`config.mk`:
```
export PLATFORM = sky130hd
export DESIGN_NAME = toggle_event_rx_flat
export DESIGN_NICKNAME = d
export VERILOG_FILES = /design/src/rtl/toggle_event_rx_if.sv /design/src/rtl/toggle_event_rx.sv /design/src/flat_wrapper.sv
export SDC_FILE = /design/constraint.sdc
export NUM_CORES = 1
export LEC_CHECK = 0
export BUFFER_PORTS_ARGS = -buffer_cell sky130_fd_sc_hd__buf_2
export CAP_MARGIN = 20
export CORE_MARGIN = 2
export CORE_UTILIZATION = 35
export DETAILED_ROUTE_END_ITERATION = 7
export HOLD_SLACK_MARGIN = 0.03
export PLACE_DENSITY = 0.53
export SKIP_CTS_REPAIR_TIMING = 1
export SLEW_MARGIN = 20
export SYNTH_ARGS = -nofsm -noshare
export SYNTH_HDL_FRONTEND = slang
export SYNTH_SLANG_ARGS = --single-unit
```
`constraint.sdc`:
```
create_clock -name clk -period 5 [get_ports clk]
set_clock_uncertainty 0.2 [all_clocks]
set_input_delay 1 -clock clk [delete_from_list [all_inputs] [get_ports clk]]
set_output_delay 1 -clock clk [all_outputs]
set_load 0.01 [all_outputs]
```
`src/rtl/toggle_event_rx_if.sv`:
```
// rtl/toggle_event_rx_if.sv - valid/ready event drain port carrying the pending count
interface toggle_event_rx_if #(
  parameter int CNT_W = 4
);
  logic             ev_valid;
  logic             ev_ready;
  logic [CNT_W-1:0] pending;

  modport master (output ev_valid, output pending, input ev_ready);
  modport slave  (input ev_valid, input pending, output ev_ready);
endinterface

```
`src/rtl/toggle_event_rx.sv`:
```
// rtl/toggle_event_rx.sv - toggle-line receiver: resync, edge detect, saturating event queue
module toggle_event_rx #(
  parameter int SYNC_STAGES = 2,
  parameter int CNT_W       = 4,
  parameter bit INIT_LEVEL  = 1'b0
) (
  input  logic              clk,
  input  logic              rst_n,
  input  logic              toggle_i,
  output logic              event_pulse_o,
  output logic              overflow_o,
  input  logic              clr_overflow_i,
  toggle_event_rx_if.master ev_if
);

  localparam logic [CNT_W-1:0] CNT_MAX = '1;
  localparam logic [CNT_W-1:0] CNT_ONE = CNT_W'(1);

  logic             sync_out;
  logic             prev_q;
  logic             evt;
  logic             pop;
  logic             pulse_q;
  logic [CNT_W-1:0] pending_q;
  logic [CNT_W-1:0] pending_d;
  logic             overflow_q;
  logic             overflow_d;

  generate
    if (SYNC_STAGES == 0) begin : g_nosync
      assign sync_out = toggle_i;
    end else begin : g_sync
      logic [SYNC_STAGES-1:0] sync_q;

      // Chain resets to the sender's POR level so a matching line yields no spurious event.
      always_ff @(posedge clk or negedge rst_n) begin
        if (!rst_n) begin
          sync_q <= {SYNC_STAGES{INIT_LEVEL}};
        end else begin
          sync_q[0] <= toggle_i;
          for (int i = 1; i < SYNC_STAGES; i++) begin
            sync_q[i] <= sync_q[i-1];
          end
        end
      end

      assign sync_out = sync_q[SYNC_STAGES-1];
    end
  endgenerate

  assign evt            = sync_out ^ prev_q;
  assign ev_if.ev_valid = (pending_q != '0);
  assign ev_if.pending  = pending_q;
  assign pop            = ev_if.ev_valid & ev_if.ev_ready;
  assign event_pulse_o  = pulse_q;
  assign overflow_o     = overflow_q;

  // A drop sets overflow after the clear is applied, so set wins over a coincident clear.
  always_comb begin
    pending_d  = pending_q;
    overflow_d = overflow_q;
    if (clr_overflow_i) begin
      overflow_d = 1'b0;
    end
    if (evt && !pop) begin
      if (pending_q == CNT_MAX) begin
        overflow_d = 1'b1;
      end else begin
        pending_d = pending_q + CNT_ONE;
      end
    end else if (!evt && pop) begin
      pending_d = pending_q - CNT_ONE;
    end
  end

  always_ff @(posedge clk or negedge rst_n) begin
    if (!rst_n) begin
      prev_q     <= INIT_LEVEL;
      pulse_q    <= 1'b0;
      pending_q  <= '0;
      overflow_q <= 1'b0;
    end else begin
      prev_q     <= sync_out;
      pulse_q    <= evt;
      pending_q  <= pending_d;
      overflow_q <= overflow_d;
    end
  end

endmodule

```
`src/flat_wrapper.sv`:
```
// flat-port wrapper written by rule: the top's interface ports become plain ports
module toggle_event_rx_flat 
#(
  parameter int SYNC_STAGES = 2,
  parameter int CNT_W       = 4,
  parameter bit INIT_LEVEL  = 1'b0
)
  (clk, rst_n, toggle_i, event_pulse_o, overflow_o, clr_overflow_i, ev_if_ev_valid, ev_if_pending, ev_if_ev_ready);
  toggle_event_rx_if #(.CNT_W(CNT_W)) ev_if_i ();
  input  logic clk;
  input  logic rst_n;
  input  logic toggle_i;
  output logic event_pulse_o;
  output logic overflow_o;
  input  logic clr_overflow_i;
  output wire logic [$bits(ev_if_i.ev_valid)-1:0] ev_if_ev_valid;
  output wire logic [$bits(ev_if_i.pending)-1:0] ev_if_pending;
  input wire logic [$bits(ev_if_i.ev_ready)-1:0] ev_if_ev_ready;
  assign ev_if_ev_valid = ev_if_i.ev_valid;
  assign ev_if_pending = ev_if_i.pending;
  assign ev_if_i.ev_ready = ev_if_ev_ready;
  toggle_event_rx #(.SYNC_STAGES(SYNC_STAGES), .CNT_W(CNT_W), .INIT_LEVEL(INIT_LEVEL)) u_core (.clk(clk), .rst_n(rst_n), .toggle_i(toggle_i), .event_pulse_o(event_pulse_o), .overflow_o(overflow_o), .clr_overflow_i(clr_overflow_i), .ev_if(ev_if_i));
endmodule
```
Yosys cells after proc, flatten, opt, wreduce, memory -nomap -nowiden
Cells that the tools add are included.
- add/sub/neg operators: 2
- eq/ne operators: 2
- mux-type cells: 6
- bitwise gates (word level): 2
- reduce and logical (&&, ||, !) cells: 7
- operators with widths (kind ; count):
    2-to-1 mux 4 bit ; 3
    adder 4 x 1 -> 4 bit, second input constant ; 1
    == test 4 bit, second input constant ; 1
    nonzero test 4 bit ; 1
    subtractor 4 x 1 -> 4 bit, second input constant ; 1
    2-to-1 mux 1 bit ; 3
    logical AND 1 bit ; 2
    zero test 1 bit ; 2
    inequality test 2 bit, second input constant ; 1
    AND reduction 2 bit ; 1
    nonzero test 2 bit ; 1
    bitwise AND 1 bit ; 1
    bitwise XOR 1 bit ; 1
- register bits: 9
- bits of input ports: 5
- output and inout port bits: 7
- logic and storage cells: 24

Logic depth before layout (Yosys ltp)
- word-level depth: 6
- depth in mapped cells: 9
- depth with buffers taken out: 9

Worst setup path after synthesis
No wires, ideal clock.
- path type: register -> register
- start: register u_core.pending_q[0] (netlist: u_core.ev_if.pending[0])
- end: register u_core.pending_q[3] (netlist: u_core.ev_if.pending[3])
- setup time: 0.067 ns
- arrival time: 2.453 ns
- path slack: 2.280 ns
- stages on the path, launching flop included: 8
- cells stage by stage: dfrtp_1 -> or4_4 -> nand2_4 -> nand2_1 -> ha_1 -> or4_1 -> a2111oi_0 -> a311o_1
- longest elaborated chain between the ends: 6
- elaborated cells between the ends (all ways): 14
- classes of those cells: add/sub: 2; eq/ne: 2; mux: 3; bitwise: 1; reduce/logical: 6
- RTL lines (item ; line ; source):
    start: declaration ; toggle_event_rx.sv:24 ; logic [CNT_W-1:0] pending_q;
    start signal: assignment ; toggle_event_rx.sv:85 ; pending_q <= pending_d;
    nonzero test 4 bit (*) ; toggle_event_rx.sv:52 ; assign ev_if.ev_valid = (pending_q != '0);
    named net ev_if_ev_valid ; flat_wrapper.sv:16 ; output wire logic [$bits(ev_if_i.ev_valid)-1:0] ev_if_ev_valid;
    bitwise AND 1 bit (*) ; toggle_event_rx.sv:54 ; assign pop = ev_if.ev_valid & ev_if.ev_ready;
    zero test 1 bit ; toggle_event_rx.sv:65 ; if (evt && !pop) begin
    logical AND 1 bit ; toggle_event_rx.sv:65 ;
    inequality test 2 bit (no line) or nonzero test 2 bit (tied branches) ; - ;
    AND reduction 2 bit (no line) ; - ;
The timed path passes the listed nets; every way through them passes the cells marked *. The select of a mux whose other input is x is not followed.
A chain may end at the register's enable or synchronous reset.

Worst setup path after layout
- start: register u_core.pending_q[1] (netlist: u_core.ev_if.pending[1])
- end: register u_core.pending_q[3] (netlist: u_core.ev_if.pending[3])
- longest elaborated chain between the ends: 6
- elaborated cells between the ends (all ways): 14
- classes of those cells: add/sub: 2; eq/ne: 2; mux: 3; bitwise: 1; reduce/logical: 6
- RTL lines (item ; line):
    nonzero test 4 bit ; toggle_event_rx.sv:52
    bitwise AND 1 bit ; toggle_event_rx.sv:54
    zero test 1 bit ; toggle_event_rx.sv:65
    logical AND 1 bit ; toggle_event_rx.sv:65
    inequality test 2 bit (no line) or nonzero test 2 bit (tied branches) ; -
    AND reduction 2 bit (no line) ; -
Parallel ways exist; a longest one is shown, timed or not. The select of a mux whose other input is x is not followed.

==> out/results.ini <==
[layout]
fin_util = 0.449
drive_above_1_share = 0.322
finalInstanceArea_sq_um = 577
diodes = 0
fin_nets = 67
syn_to_final_growth_pct = 20.1

[critical_path]
worst-endpoint-arrival_ns = 2.93
cp-start-kind = flip-flop
critPathTopFamily = simple AND/OR/NAND/NOR gates
cp_num_buf_inv = 0
cpMaxStageDelayCell = or4_4
path_cells = or4_4, nand2_4, nand2_1, ha_1, or4_1, a2111oi_0, a311o_1
crit_type = flip-flop to flip-flop
critPathRequiredTime_ns = 5.01
cpPeakStageDelay_ns = 0.59
end_kind = flip-flop
crit_fanout = 12

[synthesis]
synth_edf_count = 0
synth_commonest_cells = dfrtp_1, nor2_1, nor3_1
ys_types = 24
ys_seq_area_frac = 0.469
synth_top_area_frac = 0.469
synth_most_common_cell = dfrtp_1
ys.flop_type = dfrtp_1
ys_seq_elements = 9
syn_area_per_cell_sq_um = 10.7
synthCells = 45
async_flop_share = 1.00
syn-num-nets = 52
synth_area_sq_um = 480
yosysWarnings = 0
synthTopCellsByArea = dfrtp_1, ha_1, mux2_2
synth_largest_area_cell = dfrtp_1

[pwr]
power_mw = 0.349
p_clk_frac = 0.169
switchingPower_mw = 0.149
p_per_area_mw_per_mm2 = 605
ir_worst_vdd_v = 0.000274
seqPwrFrac = 0.378
swShare = 0.427
internal_power_mw = 0.200
combPwrFrac = 0.453
p_leak_nw = 0.255

[timing]
finalHoldViolCount = 0
fin_tns_setup_ns = 0
layout_setup_ws_ns = 2.08
tightest_slew_ns = 0.463
finalCriticalPeriod_ns = 2.92
slew_headroom = 0.689
fmax_ghz = 0.343
period_share = 0.583
rsz0062_at_grt = no
setup_viol = 0
slew_violations = 0

[place]
dpl.hpwl_um = 710
pre_cts_ws_ns = 2.12
port_buffers = 11
placed_cell_area_sq_um = 549
gp_congestion = 0.691

[routing]
ant_nets = 0
firstDrtPassIters = 4
vias_per_cell = 5.74
drtIter0Drc = 8
wire_per_inst_um = 13.8
vias = 425
drt_wl_total_um = 1020
drc = 0

[die]
io_pins = 12
fp.dieArea_sq_mm = 0.00169
start_util = 0.374
core_sq_mm = 0.00128
die_y_um = 41.1
die_w_um = 41.1
rows = 13

[worst_hold_path]
holdCritPathClass = flip-flop to flip-flop

[clock_tree]
clock-sinks = 9
htree_levels = 1
cts_buffer_depth = 2
clk_pin_slew_ns = 0.07
cts-root-buf = clkbuf_4
cts_tree = built
cts_buffers = 3
clk_latency_ns = 0.27

[global_route]
track_usage = 0.164
grt_overflow = 0
grt_pass1_wl_um = 1680
grt_antenna_before_repair = 0
grt_start_max_net_pins = 13
grt_pass1_vias = 367

[job]
max_cap_viol_count = 0

[status]
status = finished clean

-- power groups by stage --
stage          registers (mW)  clock network (mW)  logic (mW)
4_1_cts                 0.130              0.0615       0.159
3_3_place_gp            0.133                   0       0.157
3_5_place_dp            0.131                   0       0.157
5_1_grt                 0.135              0.0648       0.179
2_1_floorplan           0.126                   0       0.116
6_report                0.132              0.0591       0.158
-- per-layer routing --
layer,up-vias,track usage,part of all wire
li1,200,-,-
met2,16,0.246,0.45
met1,207,0.191,0.46
met5,-,0,0
met3,2,0.0707,0.074
met4,0,0.100,0.013
-- kinds of logic after synthesis --
kind of cell	Yosys count	share of synthesized area
buf+inv	3	0.0260
flops	9	0.469
xor+xnor	3	0.0547
compound gates	9	0.135
mux	3	0.0677
simple gates	16	0.195
fa+ha+maj	2	0.0521
-- stage by stage --
step	hold slack [ns]	instances
after global routing	0.172	74
after floorplan	0.131	45
after detailed placement	0.142	70
after global placement	0.139	70
final	0.153	74
after CTS	0.157	74
-- flip-flops by register name, indices dropped and copies added, names as in the netlist --
name,cells
u_core.event_pulse_o,1
u_core.prev_q,1
u_core.g_sync.sync_q,2
u_core.overflow_o,1
u_core.ev_if.pending,4
-- layout by cell type, fill, tap and decap left out, drive strengths merged, types with 2 or more instances in the layout --
cell,n
nor2,4
mux2,2
o21ai,2
inv,2
nor3,4
nand2,3
clkbuf,3
dfrtp,9
xor2,2
or4,2
ha,2
buf,11
a2111oi,2
-- final cells by class --
cell class,instances,area [sq um]
Multi-Input combinational cell,33,243
Clock inverter,1,5.00
Sequential cell,9,225
Fill cell,137,708
Timing Repair Buffer,11,55.1
Inverter,2,7.51
Tap cell,15,18.8
Clock buffer,3,22.5
-- worst paths after layout --
| path | startpoint | to | slack (ns) | cells after the start |
|---|---|---|---|---|
| worst max-delay path | u_core.ev_if.pending[1] | u_core.ev_if.pending[3] | 2.08 | 7 |
| worst min-delay path | u_core.g_sync.sync_q[0] | u_core.g_sync.sync_q[1] | 0.15 | 0 |
| worst max register to register | u_core.ev_if.pending[1] | u_core.ev_if.pending[3] | 2.08 | 7 |
| worst min register to register | u_core.g_sync.sync_q[0] | u_core.g_sync.sync_q[1] | 0.15 | 0 |
| max in group asynchronous | rst_n | u_core.ev_if.pending[1] | 4.06 | 1 |
| min in group asynchronous | rst_n | u_core.event_pulse_o | 0.36 | 1 |
No activity file was read; power rests on OpenSTA's default activity.
